`src/rtl/rst_seq_sync.sv`:
```
// ---------------------------------------------------------------------------
// rst_seq_sync
//   Two-flop synchronizer for a single asynchronous level, reset to 0.
//   Used to bring pll_lock into the clk domain ahead of the reset sequencer.
//
// Ports
//   clk  in   sampling clock
//   rst  in   asynchronous active-high reset (both flops clear to 0)
//   d    in   asynchronous input level
//   q    out  synchronized level, 2 clk edges behind d
// ---------------------------------------------------------------------------
module rst_seq_sync (
  input  logic clk,
  input  logic rst,
  input  logic d,
  output logic q
);

  logic s1_q;
  logic s2_q;

  always_ff @(posedge clk or posedge rst) begin
    if (rst) begin
      s1_q <= 1'b0;
      s2_q <= 1'b0;
    end else begin
      s1_q <= d;
      s2_q <= s1_q;
    end
  end

  assign q = s2_q;

endmodule

```
`src/rtl/rst_seq.sv`:
```
// ---------------------------------------------------------------------------
// rst_seq
//   Multi-domain reset sequencer. After PLL lock it releases N_STAGES reset
//   domains one at a time, each after a hold period and only once the
//   previous domain reports ready. Lock loss or a software request reasserts
//   every domain in one edge; a missing ready handshake parks the block in a
//   sticky FAULT state until software asks for a re-run.
//
// Parameters
//   N_STAGES      number of sequenced domains (2..8)
//   HOLD_CYCLES   cycles a domain stays in reset before release (1..255)
//   TIMEOUT_LOG2  ready timeout is 2^TIMEOUT_LOG2 cycles (4..24)
//
// Ports
//   clk          in   system clock
//   rst          in   asynchronous active-high reset
//   pll_lock     in   PLL lock, asynchronous (synchronized internally)
//   sw_rst_req   in   single-cycle request to re-run the sequence
//   stage_ready  in   per-domain ready, level-sensitive
//   stage_rst    out  per-domain active-high reset (registered)
//   stage_idx    out  index of the domain being brought up (registered)
//   sys_ready    out  high only once every domain is up (registered)
//   fault        out  sticky ready-timeout flag (registered)
// ---------------------------------------------------------------------------
module rst_seq #(
  parameter int N_STAGES     = 3,
  parameter int HOLD_CYCLES  = 16,
  parameter int TIMEOUT_LOG2 = 16
) (
  input  logic                        clk,
  input  logic                        rst,
  input  logic                        pll_lock,
  input  logic                        sw_rst_req,
  input  logic [N_STAGES-1:0]         stage_ready,
  output logic [N_STAGES-1:0]         stage_rst,
  output logic [$clog2(N_STAGES)-1:0] stage_idx,
  output logic                        sys_ready,
  output logic                        fault
);

  localparam int IDX_W = $clog2(N_STAGES);

  localparam logic [IDX_W-1:0]        LAST_IDX  = IDX_W'(N_STAGES - 1);
  localparam logic [IDX_W-1:0]        IDX_ONE   = IDX_W'(1);
  localparam logic [7:0]              HOLD_LOAD = 8'(HOLD_CYCLES - 1);
  localparam logic [7:0]              HOLD_ONE  = 8'd1;
  localparam logic [TIMEOUT_LOG2-1:0] TO_MAX    = '1;
  localparam logic [TIMEOUT_LOG2-1:0] TO_ONE    = TIMEOUT_LOG2'(1);
  localparam logic [N_STAGES-1:0]     RST_ALL   = '1;
  localparam logic [N_STAGES-1:0]     RST_ONE   = N_STAGES'(1);

  typedef enum logic [2:0] {
    S_WAIT_LOCK = 3'd0,
    S_HOLD      = 3'd1,
    S_WAIT_RDY  = 3'd2,
    S_RUN       = 3'd3,
    S_FAULT     = 3'd4
  } state_t;

  state_t                    state_q, state_d;
  logic [7:0]                hold_cnt_q, hold_cnt_d;
  logic [TIMEOUT_LOG2-1:0]   to_cnt_q, to_cnt_d;
  logic [N_STAGES-1:0]       stage_rst_q, stage_rst_d;
  logic [IDX_W-1:0]          stage_idx_q, stage_idx_d;
  logic                      sys_ready_q, sys_ready_d;
  logic                      fault_q, fault_d;

  logic lock_s;
  logic abort;
  logic rdy_cur;
  logic hold_done;
  logic to_done;
  logic last_stage;

  rst_seq_sync u_lock_sync (
    .clk (clk),
    .rst (rst),
    .d   (pll_lock),
    .q   (lock_s)
  );

  // Lock loss and the software request share one abort path; lock loss is
  // listed first only to document priority, the resulting action is identical.
  assign abort      = !lock_s || sw_rst_req;
  assign rdy_cur    = stage_ready[stage_idx_q];
  assign hold_done  = (hold_cnt_q == 8'd0);
  assign to_done    = (to_cnt_q == TO_MAX);
  assign last_stage = (stage_idx_q == LAST_IDX);

  // State register
  always_ff @(posedge clk or posedge rst) begin
    if (rst) begin
      state_q     <= S_WAIT_LOCK;
      hold_cnt_q  <= 8'd0;
      to_cnt_q    <= '0;
      stage_rst_q <= RST_ALL;
      stage_idx_q <= '0;
      sys_ready_q <= 1'b0;
      fault_q     <= 1'b0;
    end else begin
      state_q     <= state_d;
      hold_cnt_q  <= hold_cnt_d;
      to_cnt_q    <= to_cnt_d;
      stage_rst_q <= stage_rst_d;
      stage_idx_q <= stage_idx_d;
      sys_ready_q <= sys_ready_d;
      fault_q     <= fault_d;
    end
  end

  // Next-state logic
  always_comb begin
    state_d = state_q;
    unique case (state_q)
      S_WAIT_LOCK: if (lock_s) state_d = S_HOLD;
      S_HOLD: begin
        if (abort)          state_d = S_WAIT_LOCK;
        else if (hold_done) state_d = S_WAIT_RDY;
      end
      S_WAIT_RDY: begin
        if (abort)        state_d = S_WAIT_LOCK;
        else if (to_done) state_d = S_FAULT;
        else if (rdy_cur) state_d = last_stage ? S_RUN : S_HOLD;
      end
      S_RUN:   if (abort)      state_d = S_WAIT_LOCK;
      S_FAULT: if (sw_rst_req) state_d = S_WAIT_LOCK;
      default: state_d = S_WAIT_LOCK;
    endcase
  end

  // Counter and registered-output logic
  always_comb begin
    hold_cnt_d  = hold_cnt_q;
    to_cnt_d    = to_cnt_q;
    stage_rst_d = stage_rst_q;
    stage_idx_d = stage_idx_q;
    sys_ready_d = sys_ready_q;
    fault_d     = fault_q;
    unique case (state_q)
      S_WAIT_LOCK: begin
        stage_rst_d = RST_ALL;
        stage_idx_d = '0;
        sys_ready_d = 1'b0;
        if (lock_s) hold_cnt_d = HOLD_LOAD;
      end
      S_HOLD: begin
        if (abort) begin
          stage_rst_d = RST_ALL;
          stage_idx_d = '0;
          sys_ready_d = 1'b0;
        end else if (hold_done) begin
          // Only the current stage's bit is cleared, so releases follow index order.
          stage_rst_d = stage_rst_q & ~(RST_ONE << stage_idx_q);
          to_cnt_d    = '0;
        end else begin
          hold_cnt_d = hold_cnt_q - HOLD_ONE;
        end
      end
      S_WAIT_RDY: begin
        if (abort) begin
          stage_rst_d = RST_ALL;
          stage_idx_d = '0;
          sys_ready_d = 1'b0;
        end else if (to_done) begin
          stage_rst_d = RST_ALL;
          sys_ready_d = 1'b0;
          fault_d     = 1'b1;
        end else begin
          to_cnt_d = to_cnt_q + TO_ONE;
          if (rdy_cur) begin
            if (last_stage) begin
              sys_ready_d = 1'b1;
            end else begin
              stage_idx_d = stage_idx_q + IDX_ONE;
              hold_cnt_d  = HOLD_LOAD;
            end
          end
        end
      end
      S_RUN: begin
        if (abort) begin
          stage_rst_d = RST_ALL;
          stage_idx_d = '0;
          sys_ready_d = 1'b0;
        end
      end
      S_FAULT: begin
        stage_rst_d = RST_ALL;
        sys_ready_d = 1'b0;
        if (sw_rst_req) begin
          fault_d     = 1'b0;
          stage_idx_d = '0;
        end
      end
      default: begin
        stage_rst_d = RST_ALL;
        stage_idx_d = '0;
        sys_ready_d = 1'b0;
      end
    endcase
  end

  assign stage_rst = stage_rst_q;
  assign stage_idx = stage_idx_q;
  assign sys_ready = sys_ready_q;
  assign fault     = fault_q;

endmodule

```
`config.mk`:
```
export PLATFORM = sky130hd
export DESIGN_NAME = rst_seq
export DESIGN_NICKNAME = d
export VERILOG_FILES = /design/src/rtl/rst_seq_sync.sv /design/src/rtl/rst_seq.sv
export SDC_FILE = /design/constraint.sdc
export NUM_CORES = 1
export LEC_CHECK = 0
export CAP_MARGIN = 15
export CORE_MARGIN = 2
export CORE_UTILIZATION = 55
export CTS_CLUSTER_SIZE = 12
export DETAILED_ROUTE_END_ITERATION = 16
export PLACE_DENSITY_LB_ADDON = 0.08
export SYNTH_ARGS = -nofsm -noshare
export SYNTH_HDL_FRONTEND = slang
export SYNTH_SLANG_ARGS = --single-unit
```
`constraint.sdc`:
```
create_clock -name clk -period 2.3 [get_ports clk]
set_clock_uncertainty 0.1 [all_clocks]
set_input_delay 0.69 -clock clk [delete_from_list [all_inputs] [get_ports clk]]
set_output_delay 0.69 -clock clk [all_outputs]
set_load 0.02 [all_outputs]
```
==> impl.org <==
** Logic synthesis
- Of the total synthesized cell area, the portion taken by full adders, half adders and majority gates is 0.0346.
- For this run, the register share of the synthesized area comes to 0.417.
- Flops & latches, synth :: 36
- After synthesis, the largest family of logic cells by area is simple AND/OR/NAND/NOR gates.
- Of the total synthesized cell area, the portion taken by AND, OR, NAND and NOR gates is 0.267.
- After synthesis, the cell types taking the most area are dfrtp_1, o21ai_0, nand2_1.
- Avg Inst Size Synth :: 9.05 sq um
- Cell type with the largest total area after synthesis :: dfrtp_1
- Yosys printed 0 warnings.
- When the netlist entered floorplanning its net count stood at 253.
- The synthesized netlist occupies a cell area of 0.00217 sq mm.
- For this run, asynchronously set or reset flops after synthesis account for 1.00.
- In this run, synthesis inferred 0 flip-flops with an integrated enable.
- Multiplexer area fraction after synthesis :: 0.0144
- Post-synth top area share :: 0.380
- Of the total synthesized cell area, the portion taken by XOR and XNOR cells is 0.
- In the synthesized netlist, the number of instances is 240.
- The complex-gate fraction of the synthesized area was 0.218.
- The number of different library cells used by synthesis comes to 58.
- The most used flip-flop cell after synthesis is dfrtp_1.

** Setup path
- The setup path with the least slack is of type flip-flop to output pin.
- Walking the worst path, the cells encountered are clkdlybuf4s50_1.
- Delay contributed by the slowest stage of the critical path :: 0.65 ns
- Counting both buffers and inverters, the worst setup path holds a total of 1.
- Largest delay share family, worst path :: buffers and inverters
- Reg-to-reg startpoint :: hold_cnt_q[1]
- Endpoint class of the critical path :: output pin
- Worst endpoint data arrival time :: 1.42 ns
- For this design, the slowest cell found on the critical path is clkdlybuf4s50_1.
- In this run the worst path has a maximum fanout of 8.
- STA classifies the critical path startpoint as a flip-flop.
- Critical Path Source :: stage_idx[1]
- Worst Path Required :: 1.51 ns

** Timing
- Number of slew-limit violations in the final report :: 0
- In this run the tightest slew margin relative to its limit is 0.691.
- Achievable Freq :: approximately 0.45 GHz
- Setup violations remaining at the end of the flow were counted as 0.
- At the pin with the least slew margin, the transition time is 0.460 ns.
- Final hold viol count :: 0
- Minimum clock period :: 2.21 ns
- Post-route fraction of the period consumed by the critical path :: 0.959
- Setup repair after global routing missed its margin :: true

** Global route
- Global route overflow :: 0
- The initial antenna violation count is 0.
- In the global route stage, overall resource usage came out at 0.255.
- Number of global-route vias before repair :: 1,885
- The first global-routing pass estimated roughly 8600 um of wire.
- Maximum number of pins on one net before global-route repair :: 23

** Routing
- Avg WL per Cell :: roughly 15 um
- Routed WL :: 4920 um
- DR DRC count :: 0
- The detail route stage leaves a number of antenna-violating nets equal to 0.
- Average vias per placed instance :: 5.98
- DRC marker count from the first detailed-route iteration :: 171
- Detailed routing inserted a total of 1,950 vias.
- Drt first pass iters :: 4

** CTS
- Clock-pin slew was measured on the worst setup and hold paths at 0.07 ns.
- In this run, post-CTS hold repair placed 0 buffers.
- The tree built by TritonCTS fans out to 36 sinks.
- The H-tree was split into 2 levels.
- Number of buffers inserted by post-CTS setup repair :: 0
- Number of cells upsized or downsized after cts :: 0
- Latest clock arrival within the worst-skew pair :: 0.30 ns
- The number of clock buffers added by TritonCTS is 5.
- Clk buf depth :: 2
- TritonCTS built the clock tree.
- The tree is rooted in a clkbuf_8.

** Min path
- Hold/Removal Path Class :: flip-flop to flip-flop
- Worst min-delay path startpoint :: u_lock_sync.s1_q

** Placement
- Weighted congestion reported at the end of routability-driven placement :: 0.929
- Placed Area :: 0.00250 sq mm
- Summed over all nets, the half-perimeter wirelength after detailed placement is between 3000 and 4000 um.
- In this run the tool buffered the top-level ports with 13 buffer cells.

** Floorplanning
- Measured along the x axis, the die boundary spans between 60 and 70 um.
- After floorplanning, the core was sized to cover roughly 0.0037 sq mm.
- Number of rows in the core area :: 22
- During I/O placement, the number of pins put on the boundary was 14.
- Measured along the y axis, the die boundary spans 66.8 um.
- The die covers 0.00447 sq mm.
- Initial Utilization :: 0.584

** Cells and area
- The repair_antennas step left the layout with diodes totalling 0.
- Net total in the final layout :: 290
- Syn-to-layout area delta :: 22.6%
- Share of cells above drive strength 1 :: 0.216
- Final Cell Area :: 0.00266 sq mm

** Power and ir drop
- The worst-case IR drop observed on VDD is 530 uV.
- Summed over all cells, the static leakage comes to 1.13 nW.
- Final total power :: 0.00191 W
- Power Density :: 719 mW/mm^2

** Job
- The tool flagged a number of max-cap violations equal to 0.

** Run status
- Run status :: finished, final reports clean
sequential cells by signal (all words and copies together), names as in the netlist:
| signal | count |
|---|---|
| stage_rst | 3 |
| to_cnt_q | 16 |
| u_lock_sync.s1_q | 1 |
| sys_ready | 1 |
| u_lock_sync.q | 1 |
| stage_idx | 2 |
| fault | 1 |
| state_q | 3 |
| hold_cnt_q | 8 |
final cells by class:
cell class / count / area (sq um)
clock buffers: 7 / 96.3
multi-input cells: 184 / 1190
flip-flops and latches: 36 / 905
inverters: 11 / 41.3
fillers: 293 / 1050
repair buffers: 39 / 338
well taps: 48 / 60.1
clock inverters: 1 / 30.0
Yosys cell counts, types with 2 or more instances:
cell type	n
dfstp_2	3
a31oi_1	3
a21oi_1	15
or3b_2	2
buf_6	2
dfrtp_1	33
nand3b_1	2
and3_1	5
inv_1	11
nand2b_1	2
o31ai_1	4
clkbuf_1	4
o211ai_1	2
nor2b_1	4
or4_4	2
nand4_1	6
o2bb2ai_1	2
nor3b_1	2
o2111ai_1	2
o21ai_0	29
nor3b_2	2
a41oi_1	2
mux2i_1	2
and4_2	2
nor3_1	6
nor4_1	5
nand2_1	32
o21a_1	2
nor2_1	11
a22o_1	3
nand3_1	6
ha_1	6
where the power goes:
part | internal [W] | leakage, nW | switching, W
Combinational | 0.000221 | 0.599 | 0.000272
Sequential | 0.000709 | 0.465 | 0.000106
Clock | 0.000382 | 0.0645 | 0.000225
cells by family (layout without fill, tap and decap cells):
kind of cell | Yosys count | in the layout
AOI/OAI and AO/OA | 75 | 75
adders and majority gates | 6 | 6
muxes | 3 | 3
and+or+nand+nor | 100 | 100
DFF | 36 | 36
buffers and inverters | 20 | 58
layer usage:
layer	GRT usage	part of all wire	vias to the layer above
li1	-	-	969
met1	0.359	0.49	928
met2	0.388	0.46	44
met3	0.0473	0.040	9
met4	0.0944	0.016	0
met5	0	0	-
stage by stage:
stage	worst slack [ns]	util	cells	hold WS, ns	setup TNS [ns]
after floorplan	0.287	-	240	0.231	0
after global placement	-0.150	0.674	318	0.233	-2.56
after detailed placement	-0.221	0.674	318	0.236	-3.87
after CTS	0.0587	0.708	326	0.253	0
after global routing	-0.0200	0.716	326	0.268	-0.0200
final	0.0936	0.716	326	0.249	0
cell usage in the layout (no fill, tap or decap), types with 3 or more instances in the layout:
cell type and count:
dfrtp_1 33, clkdlybuf4s50_1 13, nand2_1 32, o31ai_1 4
dfstp_2 3, nand3_1 5, inv_1 11, nand4_1 6
nor2_1 11, buf_4 25, clkbuf_8 7, a31oi_1 3
nor3_1 6, nor2b_1 4, a21oi_1 15, and3_1 5
o21ai_0 29, nor4_1 5, ha_1 5
final timing paths:
check | endpoint | slack, ns | cells after the start
setup reg to reg | hold_cnt_q[3] | 0.19 | 8
min in group asynchronous | fault | 0.52 | 2
hold / removal | u_lock_sync.q | 0.25 | 0
setup / recovery | stage_idx[1] | 0.09 | 1
max in group asynchronous | stage_rst[1] | 1.09 | 3
hold reg to reg | u_lock_sync.q | 0.25 | 0
Power figures use the tool's default switching activity.
